## src/rtl/spram_delay_ctrl_pkg.sv

```systemverilog
// Shared RAM geometry and controller state encoding for the audio delay line.
package spram_delay_ctrl_pkg;

  localparam int unsigned ADDR_WIDTH = 10;
  localparam int unsigned DATA_WIDTH = 16;
  localparam int unsigned RD_LATENCY = 2;
  localparam int unsigned DEPTH      = 1 << ADDR_WIDTH;
  localparam int unsigned FILL_WIDTH = ADDR_WIDTH + 1;
  localparam int unsigned WAIT_W     = 2;

  typedef enum logic [3:0] {
    IDLE   = 4'd0,
    S_WR   = 4'd1,
    S_RD   = 4'd2,
    S_WAIT = 4'd3,
    S_CAP  = 4'd4,
    H_WR   = 4'd5,
    H_RD   = 4'd6,
    H_WAIT = 4'd7,
    H_CAP  = 4'd8
  } state_e;

endpackage

```

## src/rtl/spram_delay_ctrl.sv

```systemverilog
// Circular delay-line sequencer for the single-port sample RAM, with a
// lower-priority host port sharing the same RAM.
module spram_delay_ctrl
  import spram_delay_ctrl_pkg::*;
(
  input  logic                  clk,
  input  logic                  rst_n,
  input  logic                  in_valid,
  input  logic [DATA_WIDTH-1:0] in_data,
  output logic                  in_ready,
  input  logic [ADDR_WIDTH-1:0] delay_len,
  output logic                  out_valid,
  output logic [DATA_WIDTH-1:0] out_data,
  input  logic                  host_req,
  input  logic                  host_we,
  input  logic [ADDR_WIDTH-1:0] host_addr,
  input  logic [DATA_WIDTH-1:0] host_wdata,
  output logic                  host_ack,
  output logic [DATA_WIDTH-1:0] host_rdata,
  output logic [ADDR_WIDTH-1:0] mem_addr,
  output logic [DATA_WIDTH-1:0] mem_wr_data,
  output logic                  mem_wr_en,
  input  logic [DATA_WIDTH-1:0] mem_rd_data
);

  state_e                  state_q, state_d;
  logic [ADDR_WIDTH-1:0]   wr_ptr_q, wr_ptr_d;
  logic [FILL_WIDTH-1:0]   fill_cnt_q, fill_cnt_d;
  logic [ADDR_WIDTH-1:0]   rd_addr_q, rd_addr_d;
  logic                    mask_q, mask_d;
  logic [WAIT_W-1:0]       wait_cnt_q, wait_cnt_d;
  logic                    in_ready_q, in_ready_d;
  logic                    out_valid_q, out_valid_d;
  logic [DATA_WIDTH-1:0]   out_data_q, out_data_d;
  logic                    host_ack_q, host_ack_d;
  logic [DATA_WIDTH-1:0]   host_rdata_q, host_rdata_d;
  logic [ADDR_WIDTH-1:0]   mem_addr_q, mem_addr_d;
  logic [DATA_WIDTH-1:0]   mem_wr_data_q, mem_wr_data_d;
  logic                    mem_wr_en_q, mem_wr_en_d;

  // Idle is only usable once in_ready has come up after reset; the cycle
  // carrying host_ack ignores host_req, which the host is still holding.
  logic idle_ok;
  assign idle_ok = in_ready_q;

  // Next-state, RAM command and output computation.
  always_comb begin
    state_d       = state_q;
    wr_ptr_d      = wr_ptr_q;
    fill_cnt_d    = fill_cnt_q;
    rd_addr_d     = rd_addr_q;
    mask_d        = mask_q;
    wait_cnt_d    = wait_cnt_q;
    out_valid_d   = 1'b0;
    out_data_d    = out_data_q;
    host_ack_d    = 1'b0;
    host_rdata_d  = host_rdata_q;
    mem_addr_d    = mem_addr_q;
    mem_wr_data_d = mem_wr_data_q;
    mem_wr_en_d   = 1'b0;

    unique case (state_q)
      IDLE: begin
        if (idle_ok && in_valid) begin
          state_d       = S_WR;
          mem_addr_d    = wr_ptr_q;
          mem_wr_data_d = in_data;
          mem_wr_en_d   = 1'b1;
          rd_addr_d     = wr_ptr_q - delay_len;
          mask_d        = (FILL_WIDTH'(delay_len) > fill_cnt_q);
        end else if (idle_ok && host_req && !host_ack_q) begin
          mem_addr_d = host_addr;
          if (host_we) begin
            state_d       = H_WR;
            mem_wr_data_d = host_wdata;
            mem_wr_en_d   = 1'b1;
          end else begin
            state_d = H_RD;
          end
        end
      end
      S_WR: begin
        state_d    = S_RD;
        mem_addr_d = rd_addr_q;
        wr_ptr_d   = wr_ptr_q + ADDR_WIDTH'(1);
        if (fill_cnt_q != FILL_WIDTH'(DEPTH)) begin
          fill_cnt_d = fill_cnt_q + FILL_WIDTH'(1);
        end
      end
      S_RD: begin
        state_d    = S_WAIT;
        wait_cnt_d = WAIT_W'(RD_LATENCY - 2);
      end
      S_WAIT: begin
        if (wait_cnt_q == '0) begin
          state_d = S_CAP;
        end else begin
          wait_cnt_d = wait_cnt_q - WAIT_W'(1);
        end
      end
      S_CAP: begin
        state_d     = IDLE;
        out_valid_d = 1'b1;
        out_data_d  = mask_q ? '0 : mem_rd_data;
      end
      H_WR: begin
        state_d    = IDLE;
        host_ack_d = 1'b1;
      end
      H_RD: begin
        state_d    = H_WAIT;
        wait_cnt_d = WAIT_W'(RD_LATENCY - 2);
      end
      H_WAIT: begin
        if (wait_cnt_q == '0) begin
          state_d = H_CAP;
        end else begin
          wait_cnt_d = wait_cnt_q - WAIT_W'(1);
        end
      end
      H_CAP: begin
        state_d      = IDLE;
        host_ack_d   = 1'b1;
        host_rdata_d = mem_rd_data;
      end
      default: begin
        state_d = IDLE;
      end
    endcase

    in_ready_d = (state_d == IDLE);
  end

  // State and registered outputs, synchronous active-low reset.
  always_ff @(posedge clk) begin
    if (!rst_n) begin
      state_q       <= IDLE;
      wr_ptr_q      <= '0;
      fill_cnt_q    <= '0;
      rd_addr_q     <= '0;
      mask_q        <= 1'b0;
      wait_cnt_q    <= '0;
      in_ready_q    <= 1'b0;
      out_valid_q   <= 1'b0;
      out_data_q    <= '0;
      host_ack_q    <= 1'b0;
      host_rdata_q  <= '0;
      mem_addr_q    <= '0;
      mem_wr_data_q <= '0;
      mem_wr_en_q   <= 1'b0;
    end else begin
      state_q       <= state_d;
      wr_ptr_q      <= wr_ptr_d;
      fill_cnt_q    <= fill_cnt_d;
      rd_addr_q     <= rd_addr_d;
      mask_q        <= mask_d;
      wait_cnt_q    <= wait_cnt_d;
      in_ready_q    <= in_ready_d;
      out_valid_q   <= out_valid_d;
      out_data_q    <= out_data_d;
      host_ack_q    <= host_ack_d;
      host_rdata_q  <= host_rdata_d;
      mem_addr_q    <= mem_addr_d;
      mem_wr_data_q <= mem_wr_data_d;
      mem_wr_en_q   <= mem_wr_en_d;
    end
  end

  assign in_ready    = in_ready_q;
  assign out_valid   = out_valid_q;
  assign out_data    = out_data_q;
  assign host_ack    = host_ack_q;
  assign host_rdata  = host_rdata_q;
  assign mem_addr    = mem_addr_q;
  assign mem_wr_data = mem_wr_data_q;
  assign mem_wr_en   = mem_wr_en_q;

endmodule

```

## config.mk

```make
export PLATFORM = sky130hd
export DESIGN_NAME = spram_delay_ctrl
export DESIGN_NICKNAME = d
export VERILOG_FILES = /design/src/rtl/spram_delay_ctrl_pkg.sv /design/src/rtl/spram_delay_ctrl.sv
export SDC_FILE = /design/constraint.sdc
export NUM_CORES = 1
export LEC_CHECK = 0
export CAP_MARGIN = 40
export CORE_ASPECT_RATIO = 1.2
export CORE_MARGIN = 4
export CORE_UTILIZATION = 35
export DETAILED_ROUTE_END_ITERATION = 6
export SLEW_MARGIN = 20
export SYNTH_ARGS = -nofsm -noshare
export SYNTH_HDL_FRONTEND = slang
export SYNTH_SLANG_ARGS = --single-unit
```

## constraint.sdc

```tcl
create_clock -name clk -period 2.2 [get_ports clk]
set_input_delay 0.44 -clock clk [delete_from_list [all_inputs] [get_ports clk]]
set_output_delay 0.44 -clock clk [all_outputs]
set_load 0.03 [all_outputs]
```

**Yosys cells after proc, flatten, opt, wreduce, memory -nomap -nowiden**

Index checks and enable logic that the tools add are counted.

- Flip-flop bits (word level): 100
- Input port bits: 73
- Output and inout bits: 62
- Word-level logic and storage cells: 70

- $add $sub $neg: 4
- Order comparisons: 1
- Equal/unequal tests: 11
- Multiplexer cells: 20
- Reduce and logical (&&, ||, !) cells: 20

Operators with widths:

| cell | count |
|---|---|
| 16-bit two-way mux | 4 |
| 4-bit case mux with 6 select lines | 1 |
| 10-bit two-way mux | 2 |
| 10-bit case mux with 2 select lines | 1 |
| 4-bit by 3-bit equality test with 1-bit output (second input constant) | 4 |
| 4-bit two-way mux | 4 |
| 11-bit by 1-bit adder with 11-bit output (second input constant) | 1 |
| 10-bit by 11-bit > comparator with 1-bit output | 1 |
| 11-bit inequality test (second input constant) | 1 |
| 10-bit by 1-bit adder with 10-bit output (second input constant) | 1 |
| 2-bit AND reduction | 5 |
| 10-bit subtractor | 1 |
| 4-bit by 2-bit equality test with 1-bit output (second input constant) | 2 |
| 4-bit zero test | 2 |
| 2-bit nonzero test | 4 |
| 2-bit OR reduction | 3 |
| 1-bit two-way mux | 5 |
| 4-bit by 1-bit equality test with 1-bit output (second input constant) | 1 |
| 4-bit equality test (second input constant) | 1 |
| 2-bit two-way mux | 2 |
| 2-bit case mux with 2 select lines | 1 |
| 1-bit logical AND | 3 |
| 3-bit inequality test (second input constant) | 1 |
| 3-bit AND reduction | 1 |
| 4 further kinds | 4 |

**Depth between registers and ports, before layout**

- Word-level depth: 6
- Mapped depth: 9

**Worst setup path after synthesis**

Ideal clock, no wire load.

- Path type: in2reg
- From: in delay_len[0]
- To: reg rd_addr_q[8]
- Arrival: 2.085 ns
- Path slack: -0.012 ns
- Cell stages on the path: 8
- Buffers on the path: 0
- Cells stage by stage: ha_1 > inv_1 > fa_1 > a211oi_1 > o21bai_1 > nor4_1 > nor3_1 > or3b_1

- Longest elaborated chain between the ends: 1

RTL lines:

| item | RTL line | RTL |
|---|---|---|
| start, declared | spram_delay_ctrl.sv:11 | `input logic [ADDR_WIDTH-1:0] delay_len,` |
| 10-bit subtractor | spram_delay_ctrl.sv:69 | `rd_addr_d = wr_ptr_q - delay_len;` |
| end signal, assigned | spram_delay_ctrl.sv:155 | `rd_addr_q <= rd_addr_d;` |
| end, declared | spram_delay_ctrl.sv:29 | `logic [ADDR_WIDTH-1:0] rd_addr_q, rd_addr_d;` |

Every way passes these cells.
A chain may end at the register's enable or synchronous reset.

**Final worst setup path**

- From: reg wr_ptr_q[0]
- To: reg rd_addr_q[8]

- Longest elaborated chain between the ends: 1

RTL lines:

| item | RTL line | RTL |
|---|---|---|
| start, declared | spram_delay_ctrl.sv:27 | `logic [ADDR_WIDTH-1:0] wr_ptr_q, wr_ptr_d;` |
| start signal, assigned | spram_delay_ctrl.sv:153 | `wr_ptr_q <= wr_ptr_d;` |
| 10-bit subtractor | spram_delay_ctrl.sv:69 |  |

Every way passes these cells.

==> impl_metrics.tcl <==
set metrics [dict create \
    status "finished, final reports clean" \
    yosysUniqueCellTypes 54 \
    synth_nets 661 \
    grt_pass1_wl_mm 22.8 \
    clkSlewWorstSetupHoldPaths_ps 70 \
    synth_ff_type "dfxtp_1" \
    gp_congestion 0.836 \
    power_leakage_nw 2.73 \
    via_count 4652 \
    hold-worst-slack_ps 457 \
    synth_cells 564 \
    routedWlPerCell_um 15.7 \
    root_buffer "clkbuf_16" \
    worst_ep_required_time_ps 2430 \
    fin_crit_sh 0.987 \
    netlist.area_leader.share 0.419 \
    grt_max_degree 44 \
    die_area_um2 15600 \
    die_w_um 115 \
    yosysSeqAreaShare 0.419 \
    path_buf_inv 2 \
    dieHeight_um 136 \
    overflow 0 \
    rows 46 \
    cpPeakStageDelay_ps 350 \
    vdd_ir_drop_max_v 0.000455 \
    yosys_warnings 0 \
    final_hold_viol_count 0 \
    start_util 0.359 \
    drtIter0Drc 205 \
    drive_gt1_frac 0.124 \
    grt_pass1_vias 4695 \
    slew_viol_final 0 \
    clock_latency_ps 340 \
    critPathTopFamily "simple AND/OR/NAND/NOR gates" \
    syn_area_per_cell_um2 8.47 \
    grt_usage 0.182 \
    firstDrtPassIters 4 \
    tightest_slew_ps 721 \
    p_per_area_nw_per_um2 913 \
    critPathMaxFanout 2 \
    fin_tns_setup_ps 0 \
    setup_viol_count_final 0 \
    ys_ff_latch 100 \
    grt_setup_unrepaired "true" \
    worstPathCellList "inv_2, ha_4, inv_2, fa_2, a211oi_2, o21bai_2, nor4_2, nor3_1, or3b_1" \
    synth_common_cells "dfxtp_1 (100), nand2_1 (85), nor2_1 (52)" \
    htree_num_levels 3 \
    cpMostUsedCell "inv_2" \
    yosys.area.top_type "dfxtp_1" \
    dp_hpwl_mm 10.9 \
    cp_data_arrival_time_ps 2400 \
    maxCapViolations 0 \
    nNetsFinal 826 \
    cts_tree "built" \
    ios 135 \
    path_class "register to register" \
    end_kind "register" \
    areaGrowthSynthToFinish_pct 46.8 \
    antennaDiodeCount 0 \
    portBuffers 134 \
    fin_total_pwr_w 0.00640 \
    relSlewSlack 0.519 \
    drt-total-wl_mm 14.2 \
    synth-edff-count 0 \
    cp_slowest_cell "fa_2" \
    crit_path_start_kind "register" \
    post_synth_instance_area_um2 4780 \
    async_reset_ff_frac 0 \
    fin_crit_ps 2170 \
    cts_sinks 100 \
    postRouteAntennaNets 0 \
    core_area_um2 13300 \
    min_path_type "register to register" \
    yosys-top-cells-area "dfxtp_1 (42%), nand2_1 (6.7%), ha_1 (6.0%)" \
    postPlaceCellArea_um2 6610 \
    drc_errors 0 \
    viasPerCell 5.16 \
    cts_buffer_depth 2 \
    numCtsBuffers 9 \
    antenna_found_initial 0 \
    max_freq_ghz 0.460 \
    fin_area_um2 7020 \
    fin_worst_skew_ps 8.91 \
    synth_most_common_cell "dfxtp_1" \
]
## final timing paths
kind	to	cells after the start	slack, ps	startpoint
worst min-delay path	host_rdata[0]	2	460	host_rdata[0]
worst max-delay path	rd_addr_q[8]	9	30	wr_ptr_q[0]
worst min register to register	host_rdata[0]	2	460	host_rdata[0]
worst max register to register	rd_addr_q[8]	9	30	wr_ptr_q[0]
## placed cells by master, fill, tap and decap left out, drive strengths merged, types with 3 or more instances in the layout
cell type	instances
nor4b	3
a21o	4
o211ai	3
buf	53
nand4	8
nor4	5
xor2	8
dfxtp	100
o21ai	19
mux2i	16
nand3b	5
nor3	5
nor2	52
a22o	16
or3	8
nor2b	4
a311oi	16
xnor2	9
ha	23
and2	9
nand3	30
a211oi	5
nand2	85
a21oi	41
inv	31
clkdlybuf4s50	132
clkbuf	10
## flip-flops by register name, summed over array words and instances, names as in the netlist, 2 cells and up
signal / flops
host_rdata: 16
mem_wr_data: 16
out_data: 16
fill_cnt_q: 11
mem_addr: 10
rd_addr_q: 10
wr_ptr_q: 10
state_q: 4
wait_cnt_q: 2
## area by class of cell
type                       count  area, um2
inverter                      28        105
fill                        1273       6280
multi-input combinational    403       2630
timing repair buffer         187       1770
tap                          168        210
clock buffer                  10        229
clock inverter                 6       68.8
sequential                   100       2000
## through the flow
step	utilization	worst slack [ps]	instances
finish	0.528	28.4	902
global route	0.528	-30.8	902
CTS	0.522	12.8	901
detailed placement	0.497	-643	883
global placement	0.496	-583	882
floorplan	-	8.50	564
## power breakdown
group	switching (W)	internal [W]
Clock	0.000719	0.000893
Sequential	0.000189	0.00209
Combinational	0.00137	0.00114
Total	0.00228	0.00412
## routing by layer
layer	part of all wire	GRT usage	up-vias
met2	0.51	0.324	113
li1	-	-	2314
met3	0.047	0.0356	19
met5	0	0	-
met4	0.021	0.0627	0
met1	0.42	0.215	2206
## worst reg2reg max path: stages, from the launching register on
cell and delay (ps):
dfxtp_2 330, inv_2 70, ha_4 130, inv_2 30, fa_2 350, a211oi_2 290, o21bai_2 130, nor4_2 290
nor3_1 80, or3b_1 340
## timing repair
action | 4_1_cts | 5_1_grt
hold buffers | 0 | 0
endpoints found under the setup margin | 3 | 3
pin swaps | 8 | 9
gates resized for setup | 9 | 10
buffers inserted | 2 | 1
## cells by family after synthesis
kind of cell	after synthesis	synth area share
simple gates	225	0.226
fa+ha+maj	24	0.0644
flops	100	0.419
compound gates	121	0.173
mux	16	0.0335
buf+inv	61	0.0529
xor+xnor	17	0.0312
Note: power is estimated with default switching activity, not from simulation.
